[src/rtl/fetch_pkg.sv]
// Shared types and constants for the instruction fetch stage.
// Latency: n/a (declarations only).
// Backpressure: n/a.
// Contents: instruction width, PC increment, fetch state enum, PC alignment helper.
package fetch_pkg;

  localparam int          INSTR_W = 32;
  localparam logic [31:0] PC_STEP = 32'd4;

  // FAULT is only ever entered when INSTR_FETCH_ALIGN_CHECK_EN is defined.
  typedef enum logic [1:0] {
    ST_RUN   = 2'd0,
    ST_DONE  = 2'd1,
    ST_FAULT = 2'd2
  } fetch_state_e;

  // Drops the byte offset so a target always lands on a word boundary.
  function automatic logic [31:0] pc_align(input logic [31:0] pc);
    return pc & ~32'h0000_0003;
  endfunction

endpackage

[src/rtl/fetch_out_reg.sv]
// Valid/ready output register holding one fetched instruction and its PC.
// Latency: 1 cycle from load to out_vld.
// Backpressure: contents held while out_vld && !out_rdy; clear wins over load.
// Ports: clk, reset (sync, active-high), load/clear controls, in_instr/in_pc
//        data in, out_vld/out_rdy handshake, out_instr/out_pc registered data.
module fetch_out_reg
  import fetch_pkg::*;
(
  input  logic               clk,
  input  logic               reset,
  input  logic               load,
  input  logic               clear,
  input  logic [INSTR_W-1:0] in_instr,
  input  logic [31:0]        in_pc,
  input  logic               out_rdy,
  output logic               out_vld,
  output logic [INSTR_W-1:0] out_instr,
  output logic [31:0]        out_pc
);

  logic               vld_d,   vld_q;
  logic [INSTR_W-1:0] instr_d, instr_q;
  logic [31:0]        pc_d,    pc_q;

  always_comb begin
    vld_d   = vld_q;
    instr_d = instr_q;
    pc_d    = pc_q;
    // A transfer in the same cycle as clear still completes; decode took it.
    if (vld_q && out_rdy) vld_d = 1'b0;
    if (load) begin
      vld_d   = 1'b1;
      instr_d = in_instr;
      pc_d    = in_pc;
    end
    if (clear) vld_d = 1'b0;
  end

  always_ff @(posedge clk) begin
    if (reset) begin
      vld_q   <= 1'b0;
      instr_q <= '0;
      pc_q    <= '0;
    end else begin
      vld_q   <= vld_d;
      instr_q <= instr_d;
      pc_q    <= pc_d;
    end
  end

  assign out_vld   = vld_q;
  assign out_instr = instr_q;
  assign out_pc    = pc_q;

endmodule

[src/rtl/instr_fetch.sv]
// Fetch stage: owns the PC, addresses a combinational imem, registers the result for decode.
// Latency: 1 cycle from imem_addr to if_valid; redirect costs one bubble.
// Backpressure: if_ready low holds PC and output register; fetch stops at PC_LIMIT.
// Ports: clk/reset (sync, active-high); imem_addr/imem_instr memory side;
//        redirect_valid/redirect_pc control flow; if_valid/if_ready/if_instr/if_pc
//        to decode; fetch_done status; fetch_fault only with INSTR_FETCH_ALIGN_CHECK_EN,
//        which turns a misaligned redirect into a sticky FAULT state.
module instr_fetch
  import fetch_pkg::*;
#(
  parameter logic [31:0] RESET_PC = 32'h0000_0000,
  parameter logic [31:0] PC_LIMIT = 32'd40
) (
  input  logic               clk,
  input  logic               reset,
  output logic [31:0]        imem_addr,
  input  logic [INSTR_W-1:0] imem_instr,
  input  logic               redirect_valid,
  input  logic [31:0]        redirect_pc,
  output logic               if_valid,
  input  logic               if_ready,
  output logic [INSTR_W-1:0] if_instr,
  output logic [31:0]        if_pc,
  output logic               fetch_done
`ifdef INSTR_FETCH_ALIGN_CHECK_EN
  ,
  output logic               fetch_fault
`endif
);

  fetch_state_e state_d, state_q;
  logic [31:0]  pc_d, pc_q;
  logic         done_d, done_q;
  logic         slot_free;
  logic         load, clear;
`ifdef INSTR_FETCH_ALIGN_CHECK_EN
  logic         fault_d, fault_q;
`endif

  always_comb begin
    state_d   = state_q;
    pc_d      = pc_q;
    done_d    = done_q;
    load      = 1'b0;
    clear     = 1'b0;
    slot_free = !if_valid || if_ready;
`ifdef INSTR_FETCH_ALIGN_CHECK_EN
    fault_d   = fault_q;
`endif
    if (redirect_valid && (state_q != ST_FAULT)) begin
      // The instruction on imem_instr this cycle belongs to the old path.
      clear  = 1'b1;
      done_d = 1'b0;
      state_d = ST_RUN;
      pc_d    = pc_align(redirect_pc);
`ifdef INSTR_FETCH_ALIGN_CHECK_EN
      if (redirect_pc[1:0] != 2'b00) begin
        state_d = ST_FAULT;
        fault_d = 1'b1;
        pc_d    = redirect_pc;
      end
`endif
    end else if (state_q == ST_RUN) begin
      if (pc_q >= PC_LIMIT) begin
        state_d = ST_DONE;
        done_d  = 1'b1;
      end else if (slot_free) begin
        load = 1'b1;
        pc_d = pc_q + PC_STEP;
      end
    end
  end

  always_ff @(posedge clk) begin
    if (reset) begin
      state_q <= ST_RUN;
      pc_q    <= RESET_PC;
      done_q  <= 1'b0;
`ifdef INSTR_FETCH_ALIGN_CHECK_EN
      fault_q <= 1'b0;
`endif
    end else begin
      state_q <= state_d;
      pc_q    <= pc_d;
      done_q  <= done_d;
`ifdef INSTR_FETCH_ALIGN_CHECK_EN
      fault_q <= fault_d;
`endif
    end
  end

  fetch_out_reg u_out_reg (
    .clk       (clk),
    .reset     (reset),
    .load      (load),
    .clear     (clear),
    .in_instr  (imem_instr),
    .in_pc     (pc_q),
    .out_rdy   (if_ready),
    .out_vld   (if_valid),
    .out_instr (if_instr),
    .out_pc    (if_pc)
  );

  assign imem_addr  = pc_q;
  assign fetch_done = done_q;
`ifdef INSTR_FETCH_ALIGN_CHECK_EN
  assign fetch_fault = fault_q;
`endif

endmodule

[config.mk]
export PLATFORM = sky130hd
export DESIGN_NAME = instr_fetch
export DESIGN_NICKNAME = d
export VERILOG_FILES = /design/src/rtl/fetch_pkg.sv /design/src/rtl/fetch_out_reg.sv /design/src/rtl/instr_fetch.sv
export SDC_FILE = /design/constraint.sdc
export NUM_CORES = 1
export LEC_CHECK = 0
export BUFFER_PORTS_ARGS = -buffer_cell sky130_fd_sc_hd__buf_2
export CAP_MARGIN = 20
export CORE_UTILIZATION = 40
export CTS_CLUSTER_SIZE = 40
export DETAILED_ROUTE_END_ITERATION = 12
export PLACE_DENSITY = 0.84
export RECOVER_POWER = 25
export SETUP_SLACK_MARGIN = 0.05
export SLEW_MARGIN = 20
export SYNTH_ARGS = -nofsm -noshare
export SYNTH_HDL_FRONTEND = slang
export SYNTH_SLANG_ARGS = --single-unit
[constraint.sdc]
create_clock -name clk -period 2 [get_ports clk]
set_input_delay 0.3 -clock clk [delete_from_list [all_inputs] [get_ports clk]]
set_output_delay 0.3 -clock clk [all_outputs]
set_load 0.02 [all_outputs]
Yosys cells after proc, flatten, opt, wreduce, memory -nomap -nowiden
Cells that the tools add are included.
{"block": "totals", "out_inout_bits": 98, "mem_bits_ro": 0, "inputBits": 68, "ramBits": 0, "memories": 0, "regBits": 98, "wordCells": 33, "latch_bits": 0}
{"block": "classes", "addsub": 1, "n_reduce_logical": 12, "n_bitwise": 1, "div": 0, "n_mul": 0, "mux": 11, "eq_ne": 1, "magnitude_cmp": 1, "n_shift": 0}
{"op": "$mux W32", "count": 4}
{"op": "$add A32 B3 Y32 const B", "count": 1}
{"op": "$ge A32 B6 Y1 const B", "count": 1}
{"op": "$mux W1", "count": 7}
{"op": "$reduce_and A3 Y1", "count": 2}
{"op": "$reduce_bool A2 Y1", "count": 3}
{"op": "$reduce_or A2 Y1", "count": 2}
{"op": "$logic_not A2 Y1", "count": 1}
{"op": "$ne A2 B2 Y1 const B", "count": 1}
{"op": "$reduce_and A2 Y1", "count": 1}
{"op": "$logic_and A1 B1 Y1", "count": 1}
{"op": "$logic_not A1 Y1", "count": 1}
{"op": "$logic_or A1 B1 Y1", "count": 1}
{"op": "$not A1 Y1", "count": 1}

Logic depth before layout (Yosys ltp)
Gate-level depths: netlist (run 1).
{"block": "depth", "word_depth": 7, "mapped_depth": 9, "ltp_nobuf": 7}

Hierarchy
Synthesis (run 1) repeated with hierarchy kept, for this count alone.
{"block": "unflattened", "hier_cells": 344, "hier_area_um2": 3617.2}
{"module": "fetch_out_reg", "n_inst": 1, "seq_area_each_um2": 1301.2, "cells_each": 210, "area_per_inst_um2": 2321.0}
{"module": "instr_fetch", "n_inst": 1, "seq_area_each_um2": 620.6, "cells_each": 134, "area_per_inst_um2": 1296.2}

Worst setup path before layout (run 1)
OpenSTA, ideal clock, no wires.
{"block": "synth_timing", "kind": "register to register", "start": "register pc_q[2], in the netlist imem_addr[2]", "end": "register u_out_reg.instr_q[14], in the netlist u_out_reg.out_instr[14]", "arrival_time_ps": 2009, "setup_ps": 132, "required_time_ps": 1868, "path_stages_with_launch": 10, "path_slack_ps": -141, "synth_period_minus_slack_ps": 2141, "path_buffers": 2, "path_cell_list": "dfxtp_1 > inv_1 > ha_1 > or3b_2 > a21oi_1 > or4_1 > buf_6 > buf_6 > o21ai_1 > a21oi_1"}
{"block": "synth_between", "elab_chain_len": 4}
{"element": "start: declaration", "line": "instr_fetch.sv:32", "source": "logic [31:0] pc_d, pc_q;"}
{"element": "start signal: assignment", "line": "instr_fetch.sv:84", "source": "pc_q <= pc_d;"}
{"element": "$ge A32 B6 Y1", "line": "instr_fetch.sv:64", "source": "if (pc_q >= PC_LIMIT) begin"}
{"element": "$mux W1", "line": "instr_fetch.sv:64"}
{"element": "$mux W1", "line": "instr_fetch.sv:63", "source": "end else if (state_q == ST_RUN) begin"}
{"element": "$mux W1", "line": "instr_fetch.sv:50", "source": "if (redirect_valid && (state_q != ST_FAULT)) begin"}
{"element": "end signal: assignment", "line": "fetch_out_reg.sv:46", "source": "instr_q <= instr_d;"}
{"element": "end: declaration", "line": "fetch_out_reg.sv:22", "source": "logic [INSTR_W-1:0] instr_d, instr_q;"}
No other way between the ends.
A chain may end at the register's enable or synchronous reset.

Worst setup path after layout (run 1)
{"block": "layout_timing", "start": "register pc_q[30], in the netlist imem_addr[30]", "end": "register u_out_reg.instr_q[30], in the netlist u_out_reg.out_instr[30]"}
Same word-level chain as after synthesis.

==> impl_metrics.env, run 1 <==
export IMPL_die_width_microns=95.2
export IMPL_synth_async_reset_ratio=0
export IMPL_gr_total_overflow=0
export IMPL_synth_edf_count=0
export IMPL_syn_avg_cell_area_sq_um=9.75
export IMPL_setup_slack_ps=-109
export IMPL_rr_worst_depth=6
export IMPL_tightest_slew_ps=1150
export IMPL_synth_cell_type_count=38
export IMPL_power_density_nw_per_um2=722
export IMPL_cts_tree="done"
export IMPL_via_per_inst=5.05
export IMPL_routed_wl_microns=9820
export IMPL_crit_arrival_ps=2330
export IMPL_met1_usage=0.223
export IMPL_dpl_hpwl_microns=6370
export IMPL_htree_num_levels=3
export IMPL_nFillCells=703
export IMPL_route_detailed_drc=0
export IMPL_fmax_ghz=0.474
export IMPL_setup_tns_ps=-2190
export IMPL_grt_pass1_wl_microns=14200
export IMPL_syn2layout_area_growth_pct=46.3
export IMPL_slew_viol_final=0
export IMPL_period_minus_slack_ps=2110
export IMPL_crit_type="register to register"
export IMPL_wire_per_inst_microns=15.3
export IMPL_relSlewSlack=0.235
export IMPL_min_path_cells=2
export IMPL_violations="negative setup slack"
export IMPL_grt_usage=0.203
export IMPL_crit_required_ps=2220
export IMPL_gp_congestion=0.796
export IMPL_postRouteAntennaNets=0
export IMPL_cap_viol_max_count=0
export IMPL_synth_area_leaders="dfxtp_1 54%, mux2i_1 7.8%, a21oi_1 5.6%"
export IMPL_final_cells=643
export IMPL_yosysWarnings=0
export IMPL_root_buffer="clkbuf_8"
export IMPL_antenna_found_initial=0
export IMPL_grt_pass1_vias=3089
export IMPL_fin_util=0.612
export IMPL_skew_ps=15.1
export IMPL_cts_buffers=9
export IMPL_clk_latency_ps=360
export IMPL_start_kind="register"
export IMPL_setup_viol=49
export IMPL_ys_seq_elements=94
export IMPL_synth_yosys_seq_area_share=0.542
export IMPL_drtIter0Drc=104
export IMPL_cp_max_fo=18
export IMPL_period_share=1.05
export IMPL_dp_cells=612
export IMPL_rsz0062_at_grt="yes"
export IMPL_start_util=0.418
export IMPL_holdWs_ps=154
export IMPL_core_area_sq_um=8300
export IMPL_vdd_ir_drop_max_mv=0.472
export IMPL_met2_usage=0.376
export IMPL_hold_viol=0
export IMPL_port_buffers=159
export IMPL_design_final_nets=603
export IMPL_grt_max_degree=45
export IMPL_synth_top_area_frac=0.542
export IMPL_grtUsageMet3=0.0455
export IMPL_preCtsSetupSlack_ps=-110
export IMPL_cp_end_kind="register"
export IMPL_busiest_layer="met2"
export IMPL_syn_inst=356
export IMPL_rows=33
export IMPL_layout_drive_gt1_share=0.500
export IMPL_syn_area_sq_um=3470
export IMPL_clk_path_buf_depth=2
export IMPL_drtPass1Iterations=5
export IMPL_cts_reportedPaths_clkPinSlew_ps=100
export IMPL_hold_class="input port to register"
export IMPL_die_y_microns=95.2
export IMPL_synth_ff_type="dfxtp_1"
export IMPL_antenna_cells=0
export IMPL_die_area_sq_um=9060
export IMPL_ios=166
export IMPL_vias=3246
export IMPL_status="finished with violations"
export IMPL_cts_sinks=94
export IMPL_yosysTopAreaCell="dfxtp_1"
export IMPL_ctsHoldBuffers=0
export IMPL_p_leak_nw=2.39
-- synthesized netlist by cell type, types with 2 or more instances --
| cell | n |
|---|---|
| buf_8 | 2 |
| dfxtp_1 | 94 |
| nand3_1 | 37 |
| o21ai_0 | 6 |
| buf_2 | 2 |
| ha_1 | 2 |
| nor4_4 | 2 |
| mux2i_1 | 27 |
| buf_1 | 3 |
| inv_1 | 4 |
| nor4_1 | 3 |
| a21oi_1 | 39 |
| nand2b_1 | 2 |
| nor4_2 | 2 |
| nor2_1 | 30 |
| buf_4 | 7 |
| buf_6 | 2 |
| o21ai_1 | 26 |
| nor3_1 | 2 |
| o21ai_2 | 4 |
| clkbuf_1 | 16 |
| nand2_1 | 2 |
| and2_1 | 27 |
-- final cells by class --
class | count | area (sq um) | area share
clock buffer | 10 | 138 | 0.0271
clock inverter | 6 | 66.3 | 0.0131
inverter | 4 | 17.5 | 0.00345
multi-input combinational | 229 | 1620 | 0.319
sequential | 94 | 1890 | 0.373
tap | 105 | 131 | 0.0259
timing repair buffer | 195 | 1210 | 0.239
-- per-layer routing --
metal	up-vias	routed length [microns]
met5	-	0
met4	0	137
met3	12	609
met2	116	5240
met1	1545	3840
li1	1573	-
-- kinds of logic after synthesis --
| group | share of synthesized area |
|---|---|
| xor+xnor | 0.00252 |
| fa+ha+maj | 0.00721 |
| flops | 0.542 |
| other cells | 0.00108 |
| buf+inv | 0.0580 |
| simple gates | 0.185 |
| mux | 0.0778 |
| compound gates | 0.127 |
-- worst max-delay path: stages, from the launching register on --
cell	delay [ps]
dfxtp_4	370
nor4_4	300
nand4_2	180
or4_4	640
clkbuf_16	230
o21ai_2	160
a21oi_2	100
-- stage by stage --
| step | total power, mW | area [sq um] |
|---|---|---|
| 5_1_grt | 3.81 | 5080 |
| 4_1_cts | 3.68 | 4890 |
| 3_3_place_gp | 2.35 | 4430 |
| 6_report | 3.67 | 5080 |
| 3_5_place_dp | 2.37 | 4430 |
| 2_1_floorplan | 2.20 | 3500 |
-- power by group --
part	internal, mW	switching, mW
registers	1.91	0.0430
clock network	0.622	0.662
logic	0.194	0.234
-- flip-flops by register name (all words and copies together), names as in the netlist --
name	cells
u_out_reg.out_pc	30
u_out_reg.out_vld	1
state_q	1
u_out_reg.out_instr	32
imem_addr	30
-- final timing paths --
check	from	to	slack, ps
worst max-delay path	imem_addr[30]$_SDFFE_PP0P_	u_out_reg.out_instr[30]$_SDFFE_PP0P_	-110
worst min-delay path	redirect_pc[4]	imem_addr[4]$_SDFFE_PP0P_	150
worst max register to register	imem_addr[30]$_SDFFE_PP0P_	u_out_reg.out_instr[30]$_SDFFE_PP0P_	-110
worst min register to register	u_out_reg.out_instr[18]$_SDFFE_PP0P_	u_out_reg.out_instr[18]$_SDFFE_PP0P_	460
-- cells in the final DEF, fill, tap and decap left out, types with 10 or more instances in the layout --
master,synthesis,layout
a21oi_1,39,33
and2_4,0,26
buf_2,2,153
buf_4,7,19
clkbuf_8,0,10
dfxtp_1,94,89
mux2i_1,27,27
nand3_1,37,36
nor2_1,30,29
o21ai_1,26,26
-- timing repair --
action,CTS,global route
cloned,2,5
hold endpoints to repair,0,0
setup endpoints to repair,64,66
pin swaps,22,30
setup buffers,10,1
resized for setup,48,28
Note: power is estimated with default switching activity, not from simulation.
==> run 2, diff against run 1 <==
CELL_PAD_IN_SITES_DETAIL_PLACEMENT = 1   (was default)
CELL_PAD_IN_SITES_GLOBAL_PLACEMENT = 1   (was default)
CORE_UTILIZATION = 30   (was 40)
PLACE_DENSITY = 0.86   (was 0.84)
==> impl_metrics.env, run 2 (synthesized netlist as in run 1, its figures left out) <==
export IMPL_grt_usage=0.173
export IMPL_period_share=1.01
export IMPL_ios=166
export IMPL_p_leak_nw=2.23
export IMPL_cts_buffers=9
export IMPL_route_detailed_drc=0
export IMPL_nFillCells=1299
export IMPL_vias=3245
export IMPL_cp_max_fo=37
export IMPL_violations="negative setup slack"
export IMPL_reg2reg_slack_ps=-20
export IMPL_port_buffers=159
export IMPL_internal_power_mw=3.08
export IMPL_antenna_found_initial=1
export IMPL_rsz0062_at_grt="yes"
export IMPL_relSlewSlack=0.608
export IMPL_tightest_slew_ps=588
export IMPL_status="finished with violations"
export IMPL_gp_congestion=0.736
export IMPL_cp_end_kind="register"
export IMPL_p_switching_mw=1.04
export IMPL_routed_wl_microns=10600
export IMPL_clk_latency_ps=340
export IMPL_vdd_ir_drop_max_mv=0.480
export IMPL_clkPwrFrac=0.422
export IMPL_cts_tree="done"
export IMPL_power_density_nw_per_um2=811
export IMPL_largest_register_ffs=32
export IMPL_skew_ps=5.50
export IMPL_sw_frac_of_total=0.252
export IMPL_layout_commonest_cell="buf_2"
export IMPL_htree_num_levels=3
export IMPL_gr_total_overflow=0
export IMPL_final_cell_mix="128 x buf_2, 87 x dfxtp_1, 32 x a21oi_1"
export IMPL_worstSetupEndpoint="u_out_reg.out_instr[15]$_SDFFE_PP0P_"
export IMPL_drtPass1Iterations=4
export IMPL_dpl_hpwl_microns=7290
export IMPL_syn2layout_area_growth_pct=46.1
export IMPL_clk_path_buf_depth=2
export IMPL_hold_class="input port to register"
export IMPL_die_y_microns=110
export IMPL_crit_required_ps=2210
export IMPL_crit_arrival_ps=2220
export IMPL_cts_sinks=94
export IMPL_design_final_nets=594
export IMPL_hp_start="redirect_pc[4]"
export IMPL_startpoint="imem_addr[2]$_SDFFE_PP0P_"
export IMPL_setup_viol=2
export IMPL_grt_max_degree=39
export IMPL_ctsHoldBuffers=0
export IMPL_period_minus_slack_ps=2020
export IMPL_start_util=0.313
export IMPL_setup_slack_ps=-17.9
export IMPL_rr_worst_depth=8
export IMPL_worst_r2r_endpoint="u_out_reg.out_instr[15]$_SDFFE_PP0P_"
export IMPL_start_kind="register"
export IMPL_cts_reportedPaths_clkPinSlew_ps=70
export IMPL_grt_pass1_vias=3214
export IMPL_preCtsSetupSlack_ps=-65.3
export IMPL_layout_drive_gt1_share=0.442
export IMPL_crit_type="register to register"
export IMPL_grt_pass1_wl_microns=15600
export IMPL_postRouteAntennaNets=0
export IMPL_drtIter0Drc=85
export IMPL_fmax_ghz=0.496
export IMPL_die_width_microns=110
export IMPL_root_buffer="clkbuf_16"
export IMPL_via_per_inst=4.84
export IMPL_slew_viol_final=0
export IMPL_r2r_start="imem_addr[2]$_SDFFE_PP0P_"
export IMPL_combPwrFrac=0.103
export IMPL_wire_per_inst_microns=15.8
export IMPL_rows=38
export IMPL_holdWs_ps=178
export IMPL_hold_viol=0
export IMPL_p_seq_frac=0.475
export IMPL_core_area_sq_um=11100
export IMPL_die_area_sq_um=12000
export IMPL_cap_viol_max_count=0
[run 2: final cells by class]
| cell class | count | area, sq um | share of cell area |
|---|---|---|---|
| Sequential cell | 94 | 1900 | 0.374 |
| Timing Repair Buffer | 186 | 1060 | 0.210 |
| Tap cell | 140 | 175 | 0.0345 |
| Inverter | 4 | 17.5 | 0.00345 |
| Multi-Input combinational cell | 229 | 1610 | 0.318 |
| Clock buffer | 9 | 225 | 0.0444 |
| Antenna cell | 1 | 2.50 | 0.000493 |
| Clock inverter | 7 | 80.1 | 0.0158 |
[run 2: layer usage]
| metal | global-route usage | wire (microns) | vias to the layer above |
|---|---|---|---|
| met2 | 0.308 | 5470 | 106 |
| met3 | 0.0539 | 652 | 13 |
| li1 | - | - | 1557 |
| met1 | 0.193 | 4260 | 1569 |
| met4 | 0.0667 | 186 | 0 |
| met5 | 0 | 0 | - |
[run 2: per-stage QoR]
| stage | cell area, sq um | setup TNS (ps) | power (mW) | cells | util |
|---|---|---|---|---|---|
| after floorplan | 3500 | 0 | 2.20 | 359 | - |
| after global placement | 4460 | 0 | 2.36 | 646 | 0.403 |
| after detailed placement | 4460 | -1520 | 2.37 | 646 | 0.403 |
| after CTS | 4860 | -1480 | 4.13 | 665 | 0.439 |
| after global routing | 5070 | -4120 | 4.29 | 669 | 0.458 |
| final | 5070 | -27.9 | 4.12 | 670 | 0.458 |
[run 2: power groups by stage]
| stage | clock, mW | sequential [mW] | combinational (mW) |
|---|---|---|---|
| global route | 1.87 | 1.96 | 0.460 |
| floorplan | 0 | 2.04 | 0.166 |
| CTS | 1.78 | 1.95 | 0.401 |
| global placement | 0 | 1.99 | 0.371 |
| finish | 1.74 | 1.96 | 0.423 |
| detailed placement | 0 | 1.99 | 0.382 |
[run 2: how the worst min path moves through the flow]
stage          depth (start not counted)                           endpoint  slack (ps)
6_report                               2          imem_addr[4]$_SDFFE_PP0P_         180
4_1_cts                                2          imem_addr[4]$_SDFFE_PP0P_         160
5_1_grt                                2          imem_addr[4]$_SDFFE_PP0P_         150
3_3_place_gp                           1  u_out_reg.out_pc[18]$_SDFFE_PP0P_         440
2_1_floorplan                          1          imem_addr[4]$_SDFFE_PP0P_         420
3_5_place_dp                           1  u_out_reg.out_pc[18]$_SDFFE_PP0P_         440
[run 2: critical path: stages, from the launching register on]
cell and delay (ps):
dfxtp_4 360, inv_4 30, ha_4 140, or3b_4 230, a21oi_4 60, or4_1 570
buf_12 200, o21ai_1 170, a21oi_1 90
[run 2: timing repair]
item,CTS,global route
pin swaps,4,53
gates resized for setup,11,60
endpoints found under the hold margin,0,0
endpoints found under the setup margin,58,66
buffers inserted,2,2
cloned,2,2
==> run 3, diff against run 2 <==
CORE_UTILIZATION = 31   (was 30)
PLACE_DENSITY = 0.87   (was 0.86)
SYNTH_HIERARCHICAL = 1   (was default)
==> impl_metrics.env, run 3 <==
export IMPL_period_minus_slack_ps=2150
export IMPL_slowest_stage="or4_4"
export IMPL_hold_class="input port to register"
export IMPL_reg2reg_slack_ps=-150
export IMPL_crit_type="register to register"
export IMPL_relSlewSlack=0.314
export IMPL_synth_async_reset_ratio=0
export IMPL_port_buffers=161
export IMPL_synth_cell_type_count=32
export IMPL_cap_viol_max_count=0
export IMPL_cts_buffers=9
export IMPL_fin_area_sq_um=5430
export IMPL_grt_max_degree=37
export IMPL_skew_ps=6.33
export IMPL_final_cells=687
export IMPL_synth_ff_type="dfxtp_1"
export IMPL_via_per_inst=4.61
export IMPL_power_density_nw_per_um2=755
export IMPL_vdd_ir_drop_max_mv=0.447
export IMPL_clk_latency_ps=340
export IMPL_syn_inst=344
export IMPL_worstPathCellList="or4_4 > nor4_4 > and3_4 > buf_4 > clkbuf_16 > mux2i_1 > nor2_1"
export IMPL_cp_max_fo=6
export IMPL_crit_arrival_ps=2360
export IMPL_dpl_cell_area_sq_um=4810
export IMPL_route_detailed_drc=0
export IMPL_status="finished with violations"
export IMPL_htree_num_levels=3
export IMPL_synth_yosys_seq_area_share=0.531
export IMPL_synth_top_area_frac=0.531
export IMPL_min_to="imem_addr[13]$_SDFFE_PP0P_"
export IMPL_die_y_microns=110
export IMPL_setup_viol=64
export IMPL_r2r_start="imem_addr[7]$_SDFFE_PP0P_"
export IMPL_dp_cells=662
export IMPL_core_area_sq_um=11400
export IMPL_cts_reportedPaths_clkPinSlew_ps=60
export IMPL_min_path_cells=3
export IMPL_rsz0062_at_grt="yes"
export IMPL_synth_area_leaders="dfxtp_1 53%, mux2i_1 25%, nor2_1 9.8%"
export IMPL_cp_end_kind="register"
export IMPL_gp_congestion=0.704
export IMPL_clk_path_buf_depth=2
export IMPL_syn_area_sq_um=3620
export IMPL_vias=3167
export IMPL_gr_total_overflow=0
export IMPL_syn2layout_area_growth_pct=50.0
export IMPL_crit_required_ps=2210
export IMPL_setup_slack_ps=-151
export IMPL_cts_sinks=96
export IMPL_yosys_top_cells_count="96 x dfxtp_1, 94 x nor2_1, 90 x mux2i_1"
export IMPL_start_kind="register"
export IMPL_design_final_nets=610
export IMPL_wire_per_inst_microns=16.0
export IMPL_layout_drive_gt1_share=0.461
export IMPL_drtIter0Drc=96
export IMPL_rows=39
export IMPL_hp_start="redirect_pc[13]"
export IMPL_grt_pass1_vias=3228
export IMPL_die_width_microns=110
export IMPL_ios=166
export IMPL_yosysTopAreaCell="dfxtp_1"
export IMPL_grt_usage=0.174
export IMPL_yosysWarnings=6
export IMPL_rr_worst_depth=7
export IMPL_tightest_slew_ps=1030
export IMPL_cts_tree="done"
export IMPL_antenna_cells=0
export IMPL_dpl_hpwl_microns=7630
export IMPL_routed_wl_microns=11000
export IMPL_antenna_found_initial=0
export IMPL_synth_edf_count=0
export IMPL_fmax_ghz=0.465
export IMPL_ys_seq_elements=96
export IMPL_die_area_sq_um=12100
export IMPL_holdWs_ps=200
export IMPL_slowest_delay_ps=530
export IMPL_drtPass1Iterations=4
export IMPL_root_buffer="clkbuf_16"
export IMPL_period_share=1.08
export IMPL_worst_r2r_endpoint="u_out_reg/out_pc[5]$_SDFFE_PP0P_"
export IMPL_p_leak_nw=2.49
export IMPL_yosysMostFrequentCell="dfxtp_1"
export IMPL_postRouteAntennaNets=0
export IMPL_layout_commonest_cell="buf_2"
export IMPL_hold_viol=0
export IMPL_start_util=0.317
export IMPL_syn_avg_cell_area_sq_um=10.5
export IMPL_ctsHoldBuffers=0
export IMPL_slew_viol_final=0
export IMPL_final_cell_mix="156 x buf_2, 92 x nor2_1, 85 x dfxtp_1"
export IMPL_grt_pass1_wl_microns=15700
export IMPL_fin_total_pwr_mw=4.10
export IMPL_violations="negative setup slack"
==> run 3: cell types whose count changed after synthesis, moves of 4 or more <==
cell,change
a21oi_1,-39
and2_1,-27
buf_4,-4
mux2i_1,+63
nand3_1,-35
nor2_1,+64
o21ai_0,-5
o21ai_1,-26
o21ai_2,-4
==> run 3: cell type report <==
class	count	area [sq um]
clock buffers	13	280
inverters	3	11.3
multi-input cells	223	1680
repair buffers	207	1330
clock inverters	2	12.5
fillers	1315	5990
well taps	143	179
flip-flops and latches	96	1940
==> run 3: through the flow <==
step	util	TNS, ps	setup slack (ps)
final	0.475	-5230	-151
after global routing	0.475	-12090	-256
after CTS	0.464	-6370	-149
after detailed placement	0.421	-19110	-400
after global placement	0.421	-17290	-307
after floorplan	-	-5650	-110
==> run 3: layer usage <==
metal,track usage,share of wire,vias to the layer above,wire length [microns]
li1,-,-,1546,-
met3,0.0523,0.073,12,801
met2,0.315,0.51,117,5630
met4,0.0743,0.016,0,174
met5,0,0,-,0
met1,0.186,0.40,1492,4420
==> run 3: cell families (layout without fill, tap and decap cells) <==
group,Yosys count,after routing,share of synthesized area
mux,90,90,0.249
simple gates,118,118,0.141
flops,96,96,0.531
buf+inv,28,225,0.0502
fa+ha+maj,2,2,0.00692
compound gates,9,9,0.0201
other cells,1,4,0.00104
==> run 3: worst max path at each step <==
stage,slack (ps),start,to,depth (start not counted)
2_1_floorplan,-110,imem_addr[24]$_SDFFE_PP0P_,u_out_reg/out_pc[16]$_SDFFE_PP0P_,8
3_3_place_gp,-310,imem_addr[10]$_SDFFE_PP0P_,u_out_reg/out_pc[27]$_SDFFE_PP0P_,8
3_5_place_dp,-400,imem_addr[10]$_SDFFE_PP0P_,u_out_reg/out_instr[9]$_SDFFE_PP0P_,8
4_1_cts,-150,imem_addr[29]$_SDFFE_PP0P_,u_out_reg/out_instr[16]$_SDFFE_PP0P_,10
5_1_grt,-260,imem_addr[15]$_SDFFE_PP0P_,u_out_reg/out_pc[5]$_SDFFE_PP0P_,8
6_report,-150,imem_addr[7]$_SDFFE_PP0P_,u_out_reg/out_pc[5]$_SDFFE_PP0P_,7
==> run 3: timing repair <==
action,in CTS,in global routing
cloned,3,2
endpoints found under the setup margin,69,66
gates resized for setup,10,21
buffers inserted,6,0
pin swaps,6,6
==> run 3: worst max-delay path, delay by kind of cell (launching register included) <==
| kind | cells | cell delay [ps] |
|---|---|---|
| AND/OR/NAND/NOR | 4 | 1150 |
| flip-flops | 1 | 340 |
| buffers and inverters | 2 | 310 |
| multiplexers | 1 | 220 |
==> run 3: power breakdown <==
group / switching (mW) / internal (mW) / total (mW)
clock network: 0.716 / 0.971 / 1.69
logic: 0.225 / 0.197 / 0.422
registers: 0.0330 / 1.96 / 1.99
